==> src/rtl/knn_local_buf_ctrl_pkg.sv <==
// Shared definitions for the KNN local buffer controller.
// Holds the controller state encoding and the output FIFO depth helper.
// The FIFO depth is one more than the memory read latency so a full
// pipeline of in-flight reads plus one stalled word can always be held.
package knn_local_buf_ctrl_pkg;

   typedef enum logic [1:0] {
      ST_IDLE  = 2'd0,
      ST_FILL  = 2'd1,
      ST_DRAIN = 2'd2,
      ST_DONE  = 2'd3
   } state_t;

   localparam int DEFAULT_READ_LATENCY = 2;
   localparam int FIFO_DEPTH           = DEFAULT_READ_LATENCY + 1;

   function automatic int fifo_depth(input int read_latency);
      return read_latency + 1;
   endfunction

endpackage

==> src/rtl/knn_local_buf_ctrl_fifo.sv <==
// knn_fwft_fifo: first-word-fall-through FIFO for the drain stream.
// Ports:
//   clk, reset        clock, synchronous active-high reset
//   push, push_data   write side (no full flag; the caller's credit
//                     scheme guarantees it never overflows)
//   pop               consume the head word (ignored when not valid)
//   valid, head       not-empty flag and head word
// An empty FIFO passes push_data straight to head so a word returning
// from memory is visible in the same cycle it arrives.
module knn_fwft_fifo
   import knn_local_buf_ctrl_pkg::*;
#(
   parameter int Width = 256,
   parameter int Depth = FIFO_DEPTH
) (
   input  logic             clk,
   input  logic             reset,
   input  logic             push,
   input  logic [Width-1:0] push_data,
   input  logic             pop,
   output logic             valid,
   output logic [Width-1:0] head
);

   localparam int PtrW = (Depth > 1) ? $clog2(Depth) : 1;
   localparam int CntW = $clog2(Depth + 1);

   logic [Width-1:0] mem [Depth];
   logic [PtrW-1:0]  wr_ptr;
   logic [PtrW-1:0]  rd_ptr;
   logic [CntW-1:0]  count;
   logic             empty;
   logic             bypass;
   logic             store;
   logic             deq;

   function automatic logic [PtrW-1:0] next_ptr(input logic [PtrW-1:0] p);
      return (p == PtrW'(Depth - 1)) ? '0 : p + 1'b1;
   endfunction

   assign empty  = (count == '0);
   assign bypass = empty & push;
   assign valid  = ~empty | push;
   assign head   = bypass ? push_data : mem[rd_ptr];
   // A word that bypasses and is consumed in the same cycle is never stored.
   assign store  = push & ~(bypass & pop);
   assign deq    = pop & ~empty;

   always_ff @(posedge clk) begin
      if (reset) begin
         wr_ptr <= '0;
         rd_ptr <= '0;
         count  <= '0;
         for (int i = 0; i < Depth; i++) mem[i] <= '0;
      end else begin
         if (store) begin
            mem[wr_ptr] <= push_data;
            wr_ptr      <= next_ptr(wr_ptr);
         end
         if (deq) rd_ptr <= next_ptr(rd_ptr);
         count <= count + CntW'(store) - CntW'(deq);
      end
   end

endmodule

==> src/rtl/knn_local_buf_ctrl.sv <==
// knn_local_buf_ctrl: fills a local single-port memory from a stream,
// then drains the same words back out as a stream.
// Ports:
//   clk, reset               clock, synchronous active-high reset
//   start, len, busy, done   command interface (len clipped to AddressRange)
//   wr_valid/ready/data      fill stream
//   rd_valid/ready/data      drain stream
//   mem_*0                   single memory port, this block is initiator
//
// state    | meaning
// ---------+------------------------------------------------
// ST_IDLE  | waiting for start
// ST_FILL  | accepting L beats, writing address 0..L-1
// ST_DRAIN | reading 0..L-1, streaming them out in order
// ST_DONE  | one-cycle done pulse, back to idle
module knn_local_buf_ctrl
   import knn_local_buf_ctrl_pkg::*;
#(
   parameter int DataWidth    = 256,
   parameter int AddressRange = 2048,
   parameter int AddressWidth = 11,
   parameter int ReadLatency  = 2
) (
   input  logic                    clk,
   input  logic                    reset,
   input  logic                    start,
   input  logic [AddressWidth:0]   len,
   output logic                    busy,
   output logic                    done,
   input  logic                    wr_valid,
   output logic                    wr_ready,
   input  logic [DataWidth-1:0]    wr_data,
   output logic                    rd_valid,
   input  logic                    rd_ready,
   output logic [DataWidth-1:0]    rd_data,
   output logic [AddressWidth-1:0] mem_address0,
   output logic                    mem_ce0,
   output logic                    mem_we0,
   output logic [DataWidth-1:0]    mem_d0,
   input  logic [DataWidth-1:0]    mem_q0
);

   localparam int FifoDepth = fifo_depth(ReadLatency);
   localparam int CreditW   = $clog2(FifoDepth + 1);
   localparam logic [AddressWidth:0] MaxLen = (AddressWidth + 1)'(AddressRange);

   state_t                  state;
   logic [AddressWidth:0]   len_q;
   logic [AddressWidth:0]   len_clip;
   logic [AddressWidth:0]   wr_cnt;
   logic [AddressWidth:0]   iss_cnt;
   logic [AddressWidth:0]   rd_cnt;
   logic [CreditW-1:0]      credits;
   logic [ReadLatency-1:0]  vsr;
   logic [AddressWidth-1:0] addr_q;
   logic [DataWidth-1:0]    d_q;
   logic                    fill_hs;
   logic                    issue;
   logic                    rd_hs;
   logic                    fifo_valid;

   assign len_clip = (len > MaxLen) ? MaxLen : len;
   assign wr_ready = (state == ST_FILL);
   assign fill_hs  = wr_valid & wr_ready;
   // Credits cover in-flight reads plus buffered words, so issue can never
   // overrun the FIFO even if rd_ready drops for a long time.
   assign issue    = (state == ST_DRAIN) && (iss_cnt < len_q) &&
                     (credits < CreditW'(FifoDepth));
   assign rd_valid = (state == ST_DRAIN) && fifo_valid;
   assign rd_hs    = rd_valid & rd_ready;

   assign mem_ce0      = fill_hs | issue;
   assign mem_we0      = fill_hs;
   // Address and write data hold their last driven value when the port idles.
   assign mem_address0 = fill_hs ? wr_cnt[AddressWidth-1:0] :
                         issue   ? iss_cnt[AddressWidth-1:0] : addr_q;
   assign mem_d0       = fill_hs ? wr_data : d_q;

   knn_fwft_fifo #(
      .Width (DataWidth),
      .Depth (FifoDepth)
   ) u_fifo (
      .clk       (clk),
      .reset     (reset),
      .push      (vsr[ReadLatency-1]),
      .push_data (mem_q0),
      .pop       (rd_hs),
      .valid     (fifo_valid),
      .head      (rd_data)
   );

   always_ff @(posedge clk) begin
      if (reset) begin
         state   <= ST_IDLE;
         busy    <= 1'b0;
         done    <= 1'b0;
         len_q   <= '0;
         wr_cnt  <= '0;
         iss_cnt <= '0;
         rd_cnt  <= '0;
         credits <= '0;
         vsr     <= '0;
         addr_q  <= '0;
         d_q     <= '0;
      end else begin
         vsr[0] <= issue;
         for (int i = 1; i < ReadLatency; i++) vsr[i] <= vsr[i-1];
         credits <= credits + CreditW'(issue) - CreditW'(rd_hs);
         if (mem_ce0) addr_q <= mem_address0;
         if (fill_hs) d_q <= wr_data;
         done <= 1'b0;

         case (state)
            ST_IDLE: begin
               if (start) begin
                  len_q   <= len_clip;
                  wr_cnt  <= '0;
                  iss_cnt <= '0;
                  rd_cnt  <= '0;
                  busy    <= 1'b1;
                  if (len_clip == '0) begin
                     state <= ST_DONE;
                     done  <= 1'b1;
                  end else begin
                     state <= ST_FILL;
                  end
               end
            end
            ST_FILL: begin
               if (fill_hs) begin
                  wr_cnt <= wr_cnt + 1'b1;
                  if (wr_cnt == len_q - 1'b1) state <= ST_DRAIN;
               end
            end
            ST_DRAIN: begin
               if (issue) iss_cnt <= iss_cnt + 1'b1;
               if (rd_hs) begin
                  rd_cnt <= rd_cnt + 1'b1;
                  if (rd_cnt == len_q - 1'b1) begin
                     state <= ST_DONE;
                     done  <= 1'b1;
                  end
               end
            end
            ST_DONE: begin
               state <= ST_IDLE;
               busy  <= 1'b0;
            end
            default: begin
               state <= ST_IDLE;
               busy  <= 1'b0;
            end
         endcase
      end
   end

endmodule

==> config.mk <==
export PLATFORM = sky130hd
export DESIGN_NAME = knn_local_buf_ctrl
export DESIGN_NICKNAME = d
export VERILOG_FILES = /design/src/rtl/knn_local_buf_ctrl_pkg.sv /design/src/rtl/knn_local_buf_ctrl_fifo.sv /design/src/rtl/knn_local_buf_ctrl.sv
export SDC_FILE = /design/constraint.sdc
export NUM_CORES = 2
export LEC_CHECK = 0
export CORE_MARGIN = 2
export CORE_UTILIZATION = 27
export DETAILED_ROUTE_END_ITERATION = 12
export GPL_TIMING_DRIVEN = 0
export PLACE_DENSITY = 0.53
export SYNTH_ARGS = -nofsm -noshare
export SYNTH_HDL_FRONTEND = slang
export SYNTH_HIERARCHICAL = 1
export SYNTH_SLANG_ARGS = --single-unit
==> constraint.sdc <==
create_clock -name clk -period 37.8 [get_ports clk]
set_input_delay 3.78 -clock clk [delete_from_list [all_inputs] [get_ports clk]]
set_output_delay 3.78 -clock clk [all_outputs]
set_load 0.005 [all_outputs]
### Yosys cells after proc, flatten, opt, wreduce, memory -nomap -nowiden

Memories as Yosys holds them, arrays and structs flattened. A register that Yosys moved wholly into a read port is not among the register bits.
Index checks and enable logic that the tools add are counted.

* register bits after elaboration: 329
* bits in latches: 0
* RAM bits: 768
* ROM bits: 0
* input port bits: 529
* output and inout bits: 529
* word-level logic and storage cells: 105
* memories kept: 1

Memories
* u_fifo.mem: words 3, bits a word 256, read ports 1, clocked after Yosys merged registers in 1, write ports 3, line knn_local_buf_ctrl_fifo.sv:28 `logic [Width-1:0] mem [Depth];`

* $add $sub $neg: 10
* multipliers: 0
* div/mod/pow operators: 0
* magnitude comparators: 3
* equality and inequality tests: 13
* shift-type cells: 0
* multiplexer cells: 38
* bitwise gates (word level): 10
* reduce and logical (&&, ||, !) cells: 16

Operator list (number)
* $mux 256: 3
* $reduce_or 256->1: 1
* $pmux 12 s2: 3
* $mux 12: 5
* $add 12x1->12 const B: 3
* $eq 12x12->1: 2
* $mux 11: 2
* $mux 2: 11
* $gt 12x12->1 const B: 1
* $logic_not 12->1: 1
* $lt 12x12->1: 1
* $sub 12x1->12 const B: 1
* $mux 1: 11
* $reduce_and 3->1: 3
* $eq 2x2->1 const B: 4
* $pmux 2 s4: 1
* $and 1x1->1: 6
* $ne 2x1->1 const B: 3
* $ne 2x2->1 const B: 3
* $reduce_bool 2->1: 3
* $reduce_and 5->1: 1
* $add 2x1->2: 2
* $add 2x1->2 const B: 2
* $logic_not 2->1: 2
* 8 further kinds: 15

### Logic depth before layout (Yosys ltp)

* word-level depth: 13
* mapped depth: 17
* gate-level depth less buffers: 15

### Hierarchy

Netlist, hierarchy kept.

By module, submodules not included
* knn_fwft_fifo: instances 1, cells each 2518, area an instance 45543.7 µm², sequential area each 30909.6 µm²
* knn_local_buf_ctrl: instances 1, cells each 1870, area an instance 13711.9 µm², sequential area each 6466.2 µm²

### Worst setup path before layout

Ideal clock, no wire load.

* path type: input to register
* from: in reset
* to: mem u_fifo.mem[3][0], enable pin
* library setup time: 1.504 ns
* arrival time: 28.386 ns
* data required time: 36.296 ns
* setup slack: 7.909 ns
* cell stages on the path: 3
* buffers on the path: 1
* cells stage by stage: buf_2 nand2b_2 nor4bb_1

RTL lines
* start, declared: line knn_local_buf_ctrl.sv:25 `input logic reset,`
* end, declared: line knn_local_buf_ctrl_fifo.sv:28

### Worst setup path after layout

* from: in wr_valid
* to: out mem_d0[168]

* cells in the longest elaborated chain, start to end: 2

RTL lines
* start, declared: line knn_local_buf_ctrl.sv:30 `input logic wr_valid,`
* $and 1x1->1: line knn_local_buf_ctrl.sv:64 `assign fill_hs = wr_valid & wr_ready;`
* $mux 256
* end, declared: line knn_local_buf_ctrl.sv:39 `output logic [DataWidth-1:0] mem_d0,`

No other way between the ends.

==> results.py <==
metrics = {
    "critical_path": {
        "crit_required_ns": 34.02,
        "timing.rr.end": "u_fifo/mem[0][114]",
        "start_kind": "primary input",
        "crit_type": "in -> out",
        "path_delay_family": "buffers and inverters",
        "cp_max_fo": 10,
        "reg2reg_from": "u_fifo/count[1]",
        "cp_slowest_stage_delay_ns": 0.64,
        "crit_cells": 8,
        "crit_buf_inv": 5,
        "crit_chain": "clkdlybuf4s50_1 -> nand2_1 -> clkbuf_1 -> clkbuf_1 -> clkbuf_1 -> nand2_1 -> nand2_1 -> clkdlybuf4s50_1",
        "cp-startpoint": "wr_valid",
        "cp-end-kind": "primary output",
        "arrival_ns": 7.58,
        "r2r_slack_ns": 32.52,
        "critPathCapture": "mem_d0[168]",
        "r2r_cells": 11,
        "critical_path.slowest_cell": "clkbuf_1",
    },
    "clock_tree": {
        "post_cts_buffers": 0,
        "cts.clk_slew.worst_paths_ns": 0.06,
        "cts_root_buf": "clkbuf_16",
        "clockBufferDepth": 3,
        "cts_htree_levels": 4,
        "postCtsHoldBufs": 0,
        "ctsResizeCount": 0,
        "numCtsBuffers": 160,
        "cts_tree": "done",
        "tritoncts_num_sinks": 1355,
        "clkLatencyLatePin_ns": 0.82,
    },
    "pwr": {
        "pwr-share-comb": 0.191,
        "power_frac_seq": 0.424,
        "power_per_cell_area_nw_per_um2": 50.3,
        "p_clk_frac": 0.385,
        "internal-power_mw": 2.90,
        "netSwitchingPower_mw": 1.10,
        "worst_ir_drop_vdd_mv": 0.0451,
        "p_leak_nw": 29.2,
        "switching_share": 0.274,
    },
    "die": {
        "dieArea_um2": 223000,
        "fp.coreArea_um2": 218000,
        "die_h_um": 472,
        "ios": 1058,
        "initial_core_util": 0.272,
        "die_w_um": 472,
        "num_rows": 171,
    },
    "routing": {
        "antenna_left": 0,
        "viasPerCell": 4.66,
        "wl_per_cell_um": 26.4,
        "drc": 0,
        "drtIter0Drc": 2654,
        "firstDrtPassIters": 5,
        "vias": 40400,
        "wirelength_um": 229000,
    },
    "hold_path": {
        "hold_path.class": "reg -> reg",
    },
    "sta": {
        "fin_crit_ns": 11.36,
        "relSlewSlack": 0.111,
        "drv_slew": 0,
        "finalHoldViolations": 0,
        "fmax_ghz": 0.0880,
        "fin_crit_sh": 0.301,
        "rsz0062_at_grt": "false",
        "skew_ns": 0.0469,
        "tightest_slew_ns": 1.33,
        "setup_violations": 0,
    },
    "global_routing": {
        "grt-ovfl-total": 0,
        "grt_first_pass_wirelength_um": 316000,
        "grt_max_degree": 51,
        "antenna_found_initial": 76,
        "groute.usage.overall": 0.200,
        "grt_pass1_vias": 41800,
    },
    "cells_and_area": {
        "nets": 6204,
        "drive_gt1_frac": 0.164,
        "stdcell_area_um2": 79600,
        "seq_area_um2": 37400,
        "fillers": 21000,
        "multiInputGateArea_um2": 20400,
        "syn_to_final_growth_pct": 34.3,
        "final_cells": 8671,
    },
    "yosys": {
        "syn-cell-area_um2": 59300,
        "synth.top_cell.area_share": 0.519,
        "avgSynthCellArea_um2": 13.5,
        "yosysSeqAreaShare": 0.631,
        "async_reset_ff_frac": 0,
        "synth_area_leaders": "edfxtp_1, dfxtp_1, mux4_2",
        "synth_nets": 4940,
        "synth_top_cell_by_area": "edfxtp_1",
        "synthFlopType": "edfxtp_1",
        "netlist_instances": 4388,
        "yosys_warnings": 6,
        "synth_edf_count": 1024,
        "ys_types": 71,
        "ys_ff_latch": 1355,
    },
    "run_status": {
        "status": "completed",
    },
    "job": {
        "max-cap-violations": 0,
    },
    "place": {
        "io_buffers": 1056,
        "dpl.hpwl_um": 173000,
        "dpl_cell_area_um2": 74200,
        "gp_congestion": 0.918,
        "place_inst": 8344,
    },
}
## stage by stage
stage                     TNS [ns]  hold slack, ns  setup slack [ns]  total power [mW]  utilization
after floorplan                  0           0.414              7.91              2.02            -
after global placement    -4552.60           0.452            -17.87              2.50        0.337
after detailed placement         0           0.455             26.26              2.49        0.341
after CTS                        0           0.463             26.25              4.05        0.365
after global routing             0           0.478             26.35              4.16        0.366
final                            0           0.461             26.44              4.00        0.366
## how the worst min path moves through the flow
stage / startpoint / endpoint / cells past startpoint
after floorplan: vsr[0] / vsr[1] / 1
after global placement: d_q[4] / d_q[4] / 2
after detailed placement: d_q[171] / d_q[171] / 2
after CTS: d_q[161] / d_q[161] / 2
after global routing: d_q[161] / d_q[161] / 2
final: d_q[151] / d_q[151] / 2
## Yosys cell counts (23+ instances only)
master and count:
and2_1 773, nor2_1 61, buf_2 81, clkbuf_2 24, nand2_1 801, a21oi_1 307, clkbuf_1 131, mux4_2 256
xor2_1 25, ha_1 23, mux2_2 257, edfxtp_1 1024, inv_1 24, buf_4 25, dfxtp_1 331
## sequential cells by signal, summed over array words and instances, names as in the netlist, named ones only
register,flops
addr_q,11
u_fifo/rd_ptr,2
len_q,12
done,1
u_fifo/mem,1024
busy,1
state,2
credits,2
wr_cnt,12
d_q,256
iss_cnt,12
u_fifo/count,2
u_fifo/wr_ptr,2
rd_cnt,12
vsr,2
## cell families (layout without fill, tap and decap cells)
kind of cell | Yosys count | count (layout) | share of synthesized area
mux | 524 | 524 | 0.148
simple gates | 1749 | 1749 | 0.150
fa+ha+maj | 23 | 23 | 0.00486
xor+xnor | 45 | 45 | 0.00665
other cells | 0 | 33 | 0
compound gates | 381 | 381 | 0.0353
flops | 1355 | 1355 | 0.631
buf+inv | 311 | 1707 | 0.0248
## power groups by stage
| stage | logic (mW) | registers, mW | clock network [mW] |
|---|---|---|---|
| 6_report | 0.764 | 1.70 | 1.54 |
| 5_1_grt | 0.816 | 1.70 | 1.64 |
| 4_1_cts | 0.772 | 1.70 | 1.58 |
| 3_5_place_dp | 0.764 | 1.73 | 0 |
| 3_3_place_gp | 0.760 | 1.74 | 0 |
| 2_1_floorplan | 0.297 | 1.72 | 0 |
## final cells by class
cell class                      count  share of cell area
Antenna cell                       33             0.00104
Buffer                            286              0.0173
Clock buffer                      210              0.0541
Clock inverter                     84              0.0118
Inverter                           25             0.00118
Multi-Input combinational cell   2722               0.257
Sequential cell                  1355               0.470
Tap cell                         2854              0.0449
Timing Repair Buffer             1102               0.143
## placed cells by master (no fill, tap or decap), drive strengths merged, types with 7 or more instances in the layout
cell	instances
o21ai	14
mux2i	11
ha	23
clkinv	60
edfxtp	1024
xnor2	20
and3	10
nand2b	7
nand2	802
or3	9
nor3b	10
bufinv	10
a21o	7
a21oi	307
dfxtp	331
clkbuf	366
nor3	10
nand3	22
clkdlybuf4s50	1056
mux2	257
nand4	11
and2	773
inv	34
a31oi	8
buf	176
diode	33
nor2	62
a211oi	14
xor2	25
mux4	256
## metal layers
layer  vias up  share of wire  GRT usage
met4        52          0.050      0.102
met3       389          0.086     0.0711
li1      18400              -          -
met5         -         0.0014          0
met1     20200           0.36      0.218
met2      1395           0.50      0.342
## tightest hold or removal path, stage by stage, from the launching register on
cell and delay [ns]:
dfxtp_1 0.30, nand2_1 0.06, a21oi_1 0.06
Note: power is estimated with default switching activity, not from simulation.
